<file path="src/rtl/reg_writeback.sv">
// Writeback stage: orders ALU and load results in a small FIFO and drains one per cycle into the register file.
// Build option WB_FORWARD_EN: forward pending FIFO results to the read ports; when undefined, flag them busy instead.
module reg_writeback #(
    parameter int W     = 8,
    parameter int D     = 4,
    parameter int DEPTH = 4
) (
    input  logic         Clk,
    input  logic         Reset,
    input  logic         AluValid,
    input  logic [D-1:0] AluReg,
    input  logic [W-1:0] AluData,
    input  logic         LoadIssue,
    input  logic [D-1:0] LoadReg,
    input  logic         MemValid,
    input  logic [W-1:0] MemData,
    input  logic [D-1:0] RdAddr1,
    input  logic [D-1:0] RdAddr2,
    input  logic [W-1:0] RdData1,
    input  logic [W-1:0] RdData2,
    output logic [W-1:0] FwdData1,
    output logic [W-1:0] FwdData2,
    output logic         Busy1,
    output logic         Busy2,
    output logic         Stall,
    output logic         WriteEn,
    output logic [D-1:0] WrReg,
    output logic [W-1:0] WrData,
    output logic         Error
);

    // Load FSM states
    //   state  | meaning
    //   S_IDLE | no load outstanding
    //   S_WAIT | one load issued, waiting for MemValid

    localparam int AW = $clog2(DEPTH);
    localparam logic [AW:0] CNT_HIGH = (AW+1)'(DEPTH - 1);

    typedef enum logic {
        S_IDLE = 1'b0,
        S_WAIT = 1'b1
    } load_state_t;

    load_state_t   state, state_next;
    logic [D-1:0]  load_reg;
    logic [AW-1:0] wr_ptr, rd_ptr;
    logic [AW:0]   count;
    logic [D-1:0]  reg_q  [DEPTH];
    logic [W-1:0]  data_q [DEPTH];
    logic          error_q;

    logic          stall_int;
    logic          load_push, alu_push, load_accept, pop, err_event;
    logic [AW-1:0] alu_ptr;
    logic [AW-1:0] slot  [DEPTH];
    logic          valid [DEPTH];
    logic          load_busy1, load_busy2;

    always_comb begin
        stall_int   = (count >= CNT_HIGH) | ((state == S_WAIT) & ~MemValid);
        load_push   = (state == S_WAIT) & MemValid;
        alu_push    = AluValid & ~stall_int;
        load_accept = LoadIssue & ~stall_int;
        pop         = (count != '0);
        alu_ptr     = wr_ptr + AW'(load_push);
        err_event   = (AluValid & stall_int) | (LoadIssue & stall_int) |
                      (MemValid & (state == S_IDLE));
        state_next  = state;
        case (state)
            S_IDLE: if (load_accept) state_next = S_WAIT;
            S_WAIT: if (MemValid) state_next = load_accept ? S_WAIT : S_IDLE;
            default: state_next = S_IDLE;
        endcase
    end

    always_ff @(posedge Clk or posedge Reset) begin
        if (Reset) begin
            state    <= S_IDLE;
            load_reg <= '0;
        end else begin
            state <= state_next;
            if (load_accept) load_reg <= LoadReg;
        end
    end

    // Load data is written ahead of a same-cycle ALU result to keep program order.
    always_ff @(posedge Clk or posedge Reset) begin
        if (Reset) begin
            wr_ptr  <= '0;
            rd_ptr  <= '0;
            count   <= '0;
            error_q <= 1'b0;
            for (int i = 0; i < DEPTH; i++) begin
                reg_q[i]  <= '0;
                data_q[i] <= '0;
            end
        end else begin
            if (load_push) begin
                reg_q[wr_ptr]  <= load_reg;
                data_q[wr_ptr] <= MemData;
            end
            if (alu_push) begin
                reg_q[alu_ptr]  <= AluReg;
                data_q[alu_ptr] <= AluData;
            end
            wr_ptr  <= wr_ptr + AW'(load_push) + AW'(alu_push);
            rd_ptr  <= rd_ptr + AW'(pop);
            count   <= count + (AW+1)'(load_push) + (AW+1)'(alu_push) - (AW+1)'(pop);
            error_q <= error_q | err_event;
        end
    end

    // slot[i] is the i-th oldest entry; later slots are newer.
    always_comb begin
        for (int i = 0; i < DEPTH; i++) begin
            slot[i]  = rd_ptr + AW'(i);
            valid[i] = ((AW+1)'(i) < count);
        end
    end

    assign Stall      = stall_int;
    assign WriteEn    = pop;
    assign WrReg      = pop ? reg_q[rd_ptr]  : '0;
    assign WrData     = pop ? data_q[rd_ptr] : '0;
    assign Error      = error_q;
    assign load_busy1 = (state == S_WAIT) & (load_reg == RdAddr1);
    assign load_busy2 = (state == S_WAIT) & (load_reg == RdAddr2);

`ifdef WB_FORWARD_EN
    always_comb begin
        FwdData1 = RdData1;
        FwdData2 = RdData2;
        for (int i = 0; i < DEPTH; i++) begin
            if (valid[i] && (reg_q[slot[i]] == RdAddr1)) FwdData1 = data_q[slot[i]];
            if (valid[i] && (reg_q[slot[i]] == RdAddr2)) FwdData2 = data_q[slot[i]];
        end
        Busy1 = load_busy1;
        Busy2 = load_busy2;
    end
`else
    logic hit1, hit2;

    always_comb begin
        hit1 = 1'b0;
        hit2 = 1'b0;
        for (int i = 0; i < DEPTH; i++) begin
            if (valid[i] && (reg_q[slot[i]] == RdAddr1)) hit1 = 1'b1;
            if (valid[i] && (reg_q[slot[i]] == RdAddr2)) hit2 = 1'b1;
        end
        FwdData1 = RdData1;
        FwdData2 = RdData2;
        Busy1    = load_busy1 | hit1;
        Busy2    = load_busy2 | hit2;
    end
`endif

endmodule
</file>
<file path="config.mk">
export PLATFORM = sky130hd
export DESIGN_NAME = reg_writeback
export DESIGN_NICKNAME = d
export VERILOG_FILES = /design/src/rtl/reg_writeback.sv
export SDC_FILE = /design/constraint.sdc
export NUM_CORES = 1
export LEC_CHECK = 0
export BUFFER_PORTS_ARGS = -buffer_cell sky130_fd_sc_hd__buf_4
export CORE_MARGIN = 1
export CORE_UTILIZATION = 50
export DETAILED_ROUTE_END_ITERATION = 16
export PLACE_DENSITY = 0.7
export SKIP_LAST_GASP = 1
export SLEW_MARGIN = 20
export SYNTH_ARGS = -nofsm -noshare
export SYNTH_HDL_FRONTEND = slang
export SYNTH_SLANG_ARGS = --single-unit
</file>
<file path="constraint.sdc">
create_clock -name Clk -period 7.19 [get_ports Clk]
set_clock_uncertainty 0.2 [all_clocks]
set_input_delay 1.438 -clock Clk [delete_from_list [all_inputs] [get_ports Clk]]
set_output_delay 1.438 -clock Clk [all_outputs]
set_load 0.02 [all_outputs]
</file>
=== Word level (Yosys, flattened, before mapping) ===
Index checks and enable logic that the tools add are counted.

* Order comparisons: 13
* Bitwise logic cells: 24
* Eq/ne operators: 10
* Reductions and logical operators: 11
* Add/subtract/negate cells: 9
* Mux-type cells: 44

{| class="wikitable"
|+ Operators with widths
! operator !! count
|-
| $bwmux 32 || 2
|-
| $mux 32 || 2
|-
| $mux 4 || 11
|-
| $eq 4x4->1 || 10
|-
| $mux 8 || 5
|-
| $bmux 4 s2 || 4
|-
| $bwmux 16 || 2
|-
| $demux 8 s2 || 2
|-
| $mux 16 || 2
|-
| $ge 3x3->1 const B || 6
|-
| $not 2->3 || 6
|-
| $bmux 8 s2 || 1
|-
| $demux 4 s2 || 2
|-
| $logic_and 1x1->1 || 10
|-
| $mux 1 || 10
|-
| $and 1x1->1 || 9
|-
| $add 2x1->2 || 3
|-
| $add 3x1->3 || 2
|-
| $lt 1x3->1 const A || 2
|-
| $lt 2x3->1 const A || 2
|-
| $lt 3x1->1 const B || 2
|-
| $or 1x1->1 || 6
|-
| $add 2x2->2 const B || 2
|-
| $ge 3x2->1 const B || 1
|-
| 5 further kinds || 7
|}

* Flip-flop bits (word level): 61
* Output and inout bits: 33
* Input port bits: 53

=== Longest topological paths before layout ===
Gate-level depths: netlist of the first run.

* Depth after elaboration: 11
* Gate-level depth with buffers: 9

=== Worst setup path before layout of the first run ===
OpenSTA, ideal clock, no wires.

* Path kind: input to output
* Start: input RdAddr1[2]
* End: output Busy1
* Data arrival time: 2,563 ps
* Path slack: 2,989 ps
* Path buffers: 1
* Stages on the path: 6
* Cell sequence: buf_2 nand3b_1 mux2i_1 o2111ai_1 o31ai_1 or4_1

* Cells in the longest elaborated chain, start to end: 7
* Elaborated cells between the ends (all ways): 15

{| class="wikitable"
|+ Ends and longest elaborated chain
! element !! line !! text
|-
| start, declared || 17 || <nowiki>input logic [D-1:0] RdAddr1,</nowiki>
|-
| $eq 4x4->1 || 148 || <nowiki>if (valid[i] && (reg_q[slot[i]] == RdAddr1)) hit1 = 1'b1;</nowiki>
|-
| $logic_and 1x1->1 || 148 ||
|-
| $mux 1 (4 in a row) || 148 ||
|-
| $or 1x1->1 * || 153 || <nowiki>Busy1 = load_busy1 | hit1;</nowiki>
|-
| end, declared || 23 || <nowiki>output logic Busy1,</nowiki>
|}

Every way passes the cells marked *; elsewhere a longest branch is shown, timed or not.

=== Worst setup path in the final report of the first run ===
* Start: register rd_ptr[0]
* End: output Busy1

* Cells in the longest elaborated chain, start to end: 11
* Elaborated cells between the ends (all ways): 32

{| class="wikitable"
|+ Ends and longest elaborated chain
! element !! line !! text
|-
| start, declared || 47 || <nowiki>logic [AW-1:0] wr_ptr, rd_ptr;</nowiki>
|-
| start signal, assigned || 108 || <nowiki>rd_ptr <= rd_ptr + AW'(pop);</nowiki>
|-
| $add 2x1->2 / $not 2->3 (equally long branches) || 117, 148 ||
|-
| $not 2->3 (not written as such) / $bmux 4 s2 (equally long branches) || 148 ||
|-
| $bmux 4 s2 / $mux 4 (equally long branches) || 148 ||
|-
| $mux 4 (not written as such) || 148 ||
|-
| $mux 4 (not written as such) / $eq 4x4->1 (equally long branches) || 148 ||
|-
| $eq 4x4->1 / $logic_and 1x1->1 (equally long branches) || 148 ||
|-
| $logic_and 1x1->1 / $mux 1 (equally long branches) || 148 ||
|-
| $mux 1 (2 in a row) || 148 ||
|-
| $mux 1 * || 148 ||
|-
| $or 1x1->1 * || 153 ||
|}

Every way passes the cells marked *; elsewhere a longest branch is shown, timed or not. The select of a mux whose other input is x is not followed.

==> summary.txt, run 1 <==
Finish
  – Commonest non-fill, non-tap cell in the layout: dfrtp_1
  – Post-layout instance area: between 4000 and 5000 µm²
  – Register area: 1530 µm²
  – Layout cell share with drive strength beyond 1: 23.0%
  – Max FFs per register: 32
  – Finished Layout Cells: 545
  – Fin nets: 496
  – Layout Utilization: 57.8%
  – # diodes: 0
  – Filler instances: 732
  – Most frequent cells in the layout: dfrtp_1, buf_4, mux2i_1, nand2_1, o21ai_0
  – Multi-input gate area: 2440 µm²
  – Synthesis-to-layout area growth: 11.8%

Timing
  – Relative slew slack: 27.2%
  – Setup Viol. Count Final: 0
  – Fin. max-slew vios: 0
  – Highest Clock Rate: 226 MHz
  – Fin. Hold Viols: 0
  – Tcrit/Tclk final: 61.5%
  – RSZ-0062 raised after global routing: false
  – Worst slew pin tran: roughly 1100 ps
  – Tmin final: 4420 ps
  – Worst setup margin: 2770 ps
  – Setup TNS: 0 ps

Floorplanning
  – Die Area: 8910 µm²
  – Starting Density: 51.7%
  – Die width: 94.4 µm
  – Site Rows: 33
  – Num ports: between 80 and 90
  – Core Area: 8260 µm²
  – Die Ht: 94.4 µm

Synthesis
  – Post-synth ARST share: 100%
  – Synth Warn #: 0
  – Post-synthesis cell area: 4270 µm²
  – Sequential area share after synthesis: 35.7%
  – EDFF count, synth: 0
  – Flops & latches, synth: between 60 and 70
  – Gate Count Post-Synth: 413
  – Post-synthesis area per instance: 10.3 µm²
  – Count of cell types in the netlist: 34
  – Synth Net Count: 474
  – Top_reg_cell synth: dfrtp_1

Placed design
  – Placement Cell Area: around 4600 µm²
  – Placed insts: 529
  – Routability cong.: slightly below 0.9
  – IO buf count: 53
  – Place WS: approximately 2800 ps
  – Detailed Place HPWL: between 6000 and 7000 µm

GRT
  – Grt ovf: 0
  – Total global routing track utilization: 23.2%
  – Initial antenna violation count: 0
  – Largest net degree at the start of global routing: 62
  – Vias in the first global route: 2994
  – First-pass GRT wire length: 15300 µm

Critical path
  – Element type at the critical path end: output pin
  – Data required, critical path: 5550 ps
  – CP Launch Type: flip-flop
  – Crit Path Class: reg2out
  – Max Fanout on Critical Path: 32
  – Worst Path Arrival: 2790 ps

Power and ir drop
  – Leak: 2.22 nW
  – VDD IR max: 219 µV
  – Pwr dens: 490 nW/µm²

CTS
  – CTS Buf Count: 9
  – Post-CTS Setup Repair Bufs: 0
  – Reg clk slew, reported paths: 70 ps
  – Clock root buffer: clkbuf_8
  – Clk sink count: 61
  – PostCTS Resize Cnt: 0
  – CTS HTree Levels: 3
  – CTS Hold Buffers Added: 0
  – CTS tree: yes
  – Worst-Skew Late Latency: 330 ps
  – Clock buffer depth: 2

Routing
  – Vias per cell: approximately 5.7
  – Antenna viol nets, final: 0
  – Vias: around 3100
  – WL final: between 9000 and 10000 µm
  – Initial DRC count: approximately 140
  – Drt wl/cell: 17.4 µm
  – DRC Markers: 0
  – DR pass1 iterations: 4

Worst hold path
  – HP Class: reg2reg

Flow run
  – Max_cap viols: 0

Outcome
  – Status: completed
[layout make-up]
| type | instances | area share (%) |
|---|---|---|
| clock inverters | 4 | 0.996 |
| repair buffers | 59 | 9.27 |
| clock buffers | 12 | 3.04 |
| inverters | 12 | 0.943 |
| multi-input cells | 292 | 51.0 |
| well taps | 105 | 2.75 |
| flip-flops and latches | 61 | 32.0 |
[cells in the mapped netlist, types with 2 or more instances]
library cell | number | area share, %
nand3b_1 | 5 | 0.88
nor3_1 | 7 | 0.82
nor2b_1 | 12 | 1.8
nor4_1 | 2 | 0.29
o31ai_1 | 2 | 0.35
mux2_2 | 5 | 1.3
nor3b_1 | 2 | 0.35
nand3_1 | 9 | 1.1
fa_1 | 2 | 0.94
nand2_1 | 43 | 3.8
clkbuf_1 | 16 | 1.4
ha_1 | 6 | 1.8
xor2_1 | 9 | 1.8
xnor2_1 | 33 | 6.8
dfrtp_1 | 61 | 36
buf_2 | 10 | 1.2
buf_4 | 16 | 2.8
buf_6 | 4 | 1.1
inv_1 | 12 | 1.1
o21ai_0 | 37 | 4.3
mux2i_1 | 58 | 14
a21oi_1 | 13 | 1.5
or4_1 | 2 | 0.35
mux4_2 | 14 | 7.4
nor2_1 | 15 | 1.3
o2111ai_1 | 2 | 0.41
or3b_2 | 2 | 0.41
mux4_1 | 7 | 4.3
nand4_1 | 2 | 0.29
[through the flow]
step                hold slack (ps)  total power [mW]
floorplan                       299              1.70
global placement                259              1.99
detailed placement              271              2.06
CTS                             291              2.35
global route                    341              2.52
finish                          285              2.34
[report_power, final]
part	internal [mW]	switching (mW)
Sequential	0.516	0.196
Combinational	0.684	0.649
Clock	0.169	0.129
[cell families after synthesis]
logic type,synth area share [%]
and+or+nand+nor,11.6
muxes,26.6
DFF,35.7
buffers and inverters,7.94
AOI/OAI and AO/OA,6.80
xor gates and xnor gates,8.61
adders and majority gates,2.70
[worst max-delay path, stage by stage (launching register included)]
cell     delay (ps)
dfrtp_1         330
buf_4           410
mux4_1          730
xnor2_1         170
nand3_1          70
nor3_1           50
or4_1           500
buf_4           170
[routing by layer]
metal  share of wire (%)  vias to the layer above  track usage [%]
met1                  43                     1523             30.3
met3                 4.8                       14             3.70
met5                   0                        -                0
met4                 1.3                        0             9.10
li1                    -                     1485                -
met2                  51                       74             38.7
[worst paths after layout]
check / start / endpoint / slack [ps] / cells after the start
max: rd_ptr[0] / Busy1 / 2770 / 7
min: Error / Error / 290 / 2
max reg2reg: state / reg_q[9] / 4160 / 7
min reg2reg: Error / Error / 290 / 2
max in group asynchronous: Reset / rd_ptr[1] / 5140 / 3
min in group asynchronous: Reset / load_reg[3] / 1130 / 3
(Power assumes the default switching activity.)
==> inputs of run 2 (changes only) <==
==> constraint.sdc (replaced) <==
create_clock -name Clk -period 4.6 [get_ports Clk]
set_clock_uncertainty 0.2 [all_clocks]
set_input_delay 0.92 -clock Clk [delete_from_list [all_inputs] [get_ports Clk]]
set_output_delay 0.92 -clock Clk [all_outputs]
set_load 0.02 [all_outputs]
==> run 2 against run 1 <==
  * Worst hold slack barely moved
  * Critical endpoint is now Busy2
  * Via count rose by 1.2%
  * Worst setup slack got worse by 2100 ps
  * Cell count rose by 0.55%
  * Non-clock buffer count rose by 5
  * Utilization rose by 0.21 points
  * Sequential power rose by 54%
  * Critical path type unchanged
  * Register-to-register slack got worse by 2200 ps
==> summary.txt, run 2 (synthesis results as in run 1) <==
Critical path
  – Crit Path Class: reg2out
  – CP peak stage delay: 680 ps
  – Worst Path Arrival: 2860 ps
  – Element type at the critical path end: output pin
  – CP Launch Type: flip-flop
  – Crit-path slowest cell: mux4_1
  – CP Buf/Inv Count: 2
  – Data required, critical path: between 3000 and 4000 ps
  – Top delay family on crit path: multiplexers
  – CP cell instances: buf_4 -> mux4_1 -> xnor2_1 -> nand3_1 -> nor3_1 -> or4_1 -> buf_4
  – Max Fanout on Critical Path: 18
  – Top cell by count, worst path: buf_4

Outcome
  – Status: completed

Timing
  – Setup Viol. Count Final: 0
  – Worst slew pin tran: 939 ps
  – Relative slew slack: a little under two fifths
  – Fin. Hold Viols: 0
  – Fin. max-slew vios: 0
  – Tmin final: between 3000 and 4000 ps
  – RSZ-0062 raised after global routing: false
  – Tcrit/Tclk final: around 87%
  – Highest Clock Rate: around 250 MHz
  – Setup TNS: 0 ps

CTS
  – Post-CTS Setup Repair Bufs: 0
  – Clk sink count: 61
  – Worst-Skew Late Latency: 330 ps
  – Reg clk slew, reported paths: 70 ps
  – CTS Buf Count: 9
  – CTS tree: yes
  – PostCTS Resize Cnt: 0
  – Clock buffer depth: 2
  – Clock root buffer: clkbuf_8
  – CTS Hold Buffers Added: 0
  – CTS HTree Levels: 3

Finish
  – Max FFs per register: 32
  – Most frequent cells in the layout: buf_4, dfrtp_1, mux2i_1, nand2_1, o21ai_0
  – Filler instances: 732
  – Fin nets: between 500 and 600
  – Register area: 1530 µm²
  – Synthesis-to-layout area growth: 12.2%
  – Finished Layout Cells: around 550
  – Commonest non-fill, non-tap cell in the layout: buf_4
  – Multi-input gate area: 2430 µm²
  – # diodes: 0
  – Layout cell share with drive strength beyond 1: 23.3%

Floorplanning
  – Die Ht: 94.4 µm
  – Site Rows: 33
  – Num ports: 86
  – Die width: 94.4 µm
  – Die Area: 8910 µm²
  – Starting Density: 51.7%
  – Core Area: between 8000 and 9000 µm²

Worst hold path
  – HP Class: reg2reg

Routing
  – DRC Markers: 0
  – Initial DRC count: 177
  – DR pass1 iterations: 4
  – Vias per cell: about 5.7
  – Drt wl/cell: 17.5 µm
  – Vias: 3133
  – WL final: 9570 µm
  – Antenna viol nets, final: 0

Placed design
  – Placed insts: 534
  – Detailed Place HPWL: a little under 7000 µm
  – IO buf count: 53
  – Routability cong.: 0.895

Power and ir drop
  – Sequential Power Share: 30.0%
  – Pwr dens: 763 nW/µm²
  – Switching power total: 1.51 mW
  – Clock power share: 12.4%
  – Internal Power: 2.15 mW
  – Switching power share of the total: 41.2%
  – VDD IR max: 339 µV
  – Comb pwr share: 57.6%
  – Leak: 2.24 nW

GRT
  – Largest net degree at the start of global routing: 40
  – Grt ovf: 0
  – First-pass GRT wire length: 15800 µm
  – Total global routing track utilization: 23.6%
  – Initial antenna violation count: 0
  – Vias in the first global route: 3128

Flow run
  – Max_cap viols: 0
run 2: layout make-up:
| class | count | area share (%) |
|---|---|---|
| flip-flops and latches | 61 | 31.8 |
| well taps | 105 | 2.74 |
| repair buffers | 64 | 10.0 |
| multi-input cells | 292 | 50.7 |
| inverters | 12 | 0.940 |
| clock inverters | 2 | 0.731 |
| clock buffers | 12 | 3.03 |
run 2: final timing paths:
path                       startpoint    endpoint  slack [ps]  cells after the start
setup / recovery            rd_ptr[0]       Busy2         620                      7
hold / removal                  Error       Error         280                      2
setup reg to reg             count[2]    count[1]        1980                      7
hold reg to reg                 Error       Error         280                      2
max in group asynchronous       Reset  data_q[15]        2850                      3
min in group asynchronous       Reset  data_q[10]         550                      2
run 2: power by group through the flow:
stage	Sequential, mW	Combinational, mW	Clock (mW)
floorplan	0.940	1.72	0
global placement	1.09	2.07	0
detailed placement	1.10	2.11	0
CTS	1.09	2.12	0.459
global route	1.14	2.32	0.479
finish	1.10	2.11	0.452
run 2: per-layer routing:
layer,wire [µm],GRT usage [%]
met5,0,0
met4,179,9.23
met3,375,3.30
met2,4630,38.7
met1,4390,31.7
run 2: per-stage QoR:
step                      worst slack (ps)  hold slack (ps)  area [µm²]  utilization, %  power (mW)
final                                  619              285        4790            58.0        3.66
after global routing                   474              337        4790            58.0        3.93
after CTS                              616              291        4790            58.0        3.67
after detailed placement               982              273        4610            55.9        3.22
after global placement                1060              259        4610            55.9        3.15
after floorplan                       1430              299        4270               -        2.66
run 2: worst min-delay path: stages (launching register included):
cell and delay [ps]:
dfrtp_1 350, a21oi_1 40, o21ai_0 60
==> inputs of run 3 (changes only) <==
==> constraint.sdc (replaced) <==
create_clock -name Clk -period 4.4 [get_ports Clk]
set_clock_uncertainty 0.2 [all_clocks]
set_input_delay 0.88 -clock Clk [delete_from_list [all_inputs] [get_ports Clk]]
set_output_delay 0.88 -clock Clk [all_outputs]
set_load 0.02 [all_outputs]
==> run 3 against run 2 <==
  * Global-route usage up 0.89 points
  * Sequential power up 5%
  * Non-clock buffer count up 1
  * Register-to-register slack worse by 240 ps
  * Final area up 1.4%
  * Critical path type unchanged
==> summary.txt, run 3 (synthesis results as in run 1) <==
Outcome
  – Status: completed

Finish
  – Layout cell share with drive strength beyond 1: 23.8%
  – Synthesis-to-layout area growth: 13.8%
  – Multi-input gate area: around 2400 µm²
  – Filler instances: 720
  – Most frequent cells in the layout: buf_4, dfrtp_1, mux2i_1, nand2_1, o21ai_0
  – Max FFs per register: 32
  – Fin nets: 502
  – Post-layout instance area: 4860 µm²
  – Layout Utilization: roughly three fifths
  – # diodes: 0
  – Commonest non-fill, non-tap cell in the layout: buf_4
  – Register area: 1530 µm²

CTS
  – PostCTS Resize Cnt: 0
  – CTS Buf Count: 9
  – CTS tree: yes
  – Clk sink count: 61
  – Post-CTS Setup Repair Bufs: 0
  – Reg clk slew, reported paths: roughly 70 ps
  – Clock buffer depth: 2
  – CTS HTree Levels: 3
  – Worst-Skew Late Latency: 340 ps
  – Clock root buffer: clkbuf_8
  – CTS Hold Buffers Added: 0

Floorplanning
  – Num ports: 86
  – Die Ht: 94.4 µm
  – Core Area: approximately 8300 µm²
  – Die Area: 8910 µm²
  – Starting Density: 51.7%
  – Site Rows: 33
  – Die width: 94.4 µm

GRT
  – Initial antenna violation count: 0
  – First-pass GRT wire length: 16200 µm
  – Largest net degree at the start of global routing: 40
  – Grt ovf: 0
  – Vias in the first global route: 3200
  – Total global routing track utilization: between 20% and 30%

Critical path
  – CP Launch Type: flip-flop
  – Worst Path Arrival: 2850 ps
  – CP cell instances: buf_4 -> mux4_1 -> xnor2_1 -> nand3_1 -> nor3_1 -> or4_1 -> buf_4
  – CP Buf/Inv Count: 2
  – Max Fanout on Critical Path: 11
  – Data required, critical path: 3320 ps
  – Element type at the critical path end: output pin
  – Crit Path Class: reg2out
  – Top cell by count, worst path: buf_4
  – Top delay family on crit path: multiplexers
  – CP peak stage delay: 650 ps
  – Crit-path slowest cell: mux4_1

Power and ir drop
  – Comb pwr share: 55.9%
  – Leak: 2.27 nW
  – VDD IR max: roughly 390 µV
  – Sequential Power Share: between 20% and 30%
  – Switching power total: around 1.6 mW
  – Internal Power: 2.38 mW
  – Tot Pwr: 4.01 mW
  – Switching power share of the total: 40.7%
  – Clock power share: 15.3%
  – Pwr dens: 825 nW/µm²

Timing
  – RSZ-0062 raised after global routing: false
  – Relative slew slack: about a third
  – Fin. Hold Viols: 0
  – Tmin final: 3930 ps
  – Fin. max-slew vios: 0
  – Highest Clock Rate: 255 MHz
  – Setup Viol. Count Final: 0
  – Tcrit/Tclk final: 89.3%
  – Hold slack final: 293 ps
  – Setup TNS: 0 ps
  – Worst slew pin tran: 980 ps

Placed design
  – Placement Cell Area: around 4600 µm²
  – IO buf count: 53
  – Detailed Place HPWL: 6980 µm
  – Routability cong.: approximately 0.90

Routing
  – Initial DRC count: 151
  – WL final: 10200 µm
  – Antenna viol nets, final: 0
  – DRC Markers: 0
  – Vias per cell: between 5 and 6
  – DR pass1 iterations: 5
  – Drt wl/cell: approximately 18 µm
  – Vias: 3198

Flow run
  – Max_cap viols: 0

Worst hold path
  – HP Class: reg2reg
==> run 3: changes by cell type in the layout (fill, tap and decap cells not counted), sizes merged <==
cell and change:
buf +1, bufinv +2
==> run 3: final cells by class <==
cell class                 instances  area share (%)
clock buffer                      12            2.99
inverter                          12           0.927
multi-input combinational        292            50.0
clock inverter                     4            1.96
timing repair buffer              65            10.0
tap                              105            2.70
sequential                        61            31.4
==> run 3: path summary, 6_finish.rpt <==
check                           startpoint        end  slack [ps]  cells past startpoint
max in group asynchronous            Reset  rd_ptr[0]        2660                      3
worst min register to register       Error      Error         290                      2
worst max register to register    count[2]   count[1]        1740                      7
worst max-delay path             rd_ptr[0]      Busy2         470                      7
worst min-delay path                 Error      Error         290                      2
min in group asynchronous            Reset  data_q[2]         510                      2
==> run 3: per-layer routing <==
metal / GRT usage (%) / up-vias / wire [µm]
li1: - / 1489 / -
met1: 31.0 / 1596 / 4460
met2: 42.2 / 95 / 5130
met3: 4.75 / 18 / 445
met4: 7.69 / 0 / 123
met5: 0 / - / 0
==> run 3: power groups by stage <==
stage / Clock (mW) / Sequential (mW) / Combinational [mW]
2_1_floorplan: 0 / 0.983 / 1.80
3_3_place_gp: 0 / 1.13 / 2.17
3_5_place_dp: 0 / 1.16 / 2.24
4_1_cts: 0.624 / 1.15 / 2.25
5_1_grt: 0.648 / 1.19 / 2.43
6_report: 0.615 / 1.15 / 2.24
==> run 3: tightest hold or removal path: stages (launching register included) <==
cell and delay [ps]:
dfrtp_1 360, a21oi_1 40, o21ai_0 60
==> run 3: metrics by stage <==
| step | setup WS, ps | std cells |
|---|---|---|
| floorplan | 1270 | 413 |
| global placement | 833 | 535 |
| detailed placement | 814 | 535 |
| CTS | 431 | 551 |
| global route | 336 | 551 |
| finish | 471 | 551 |
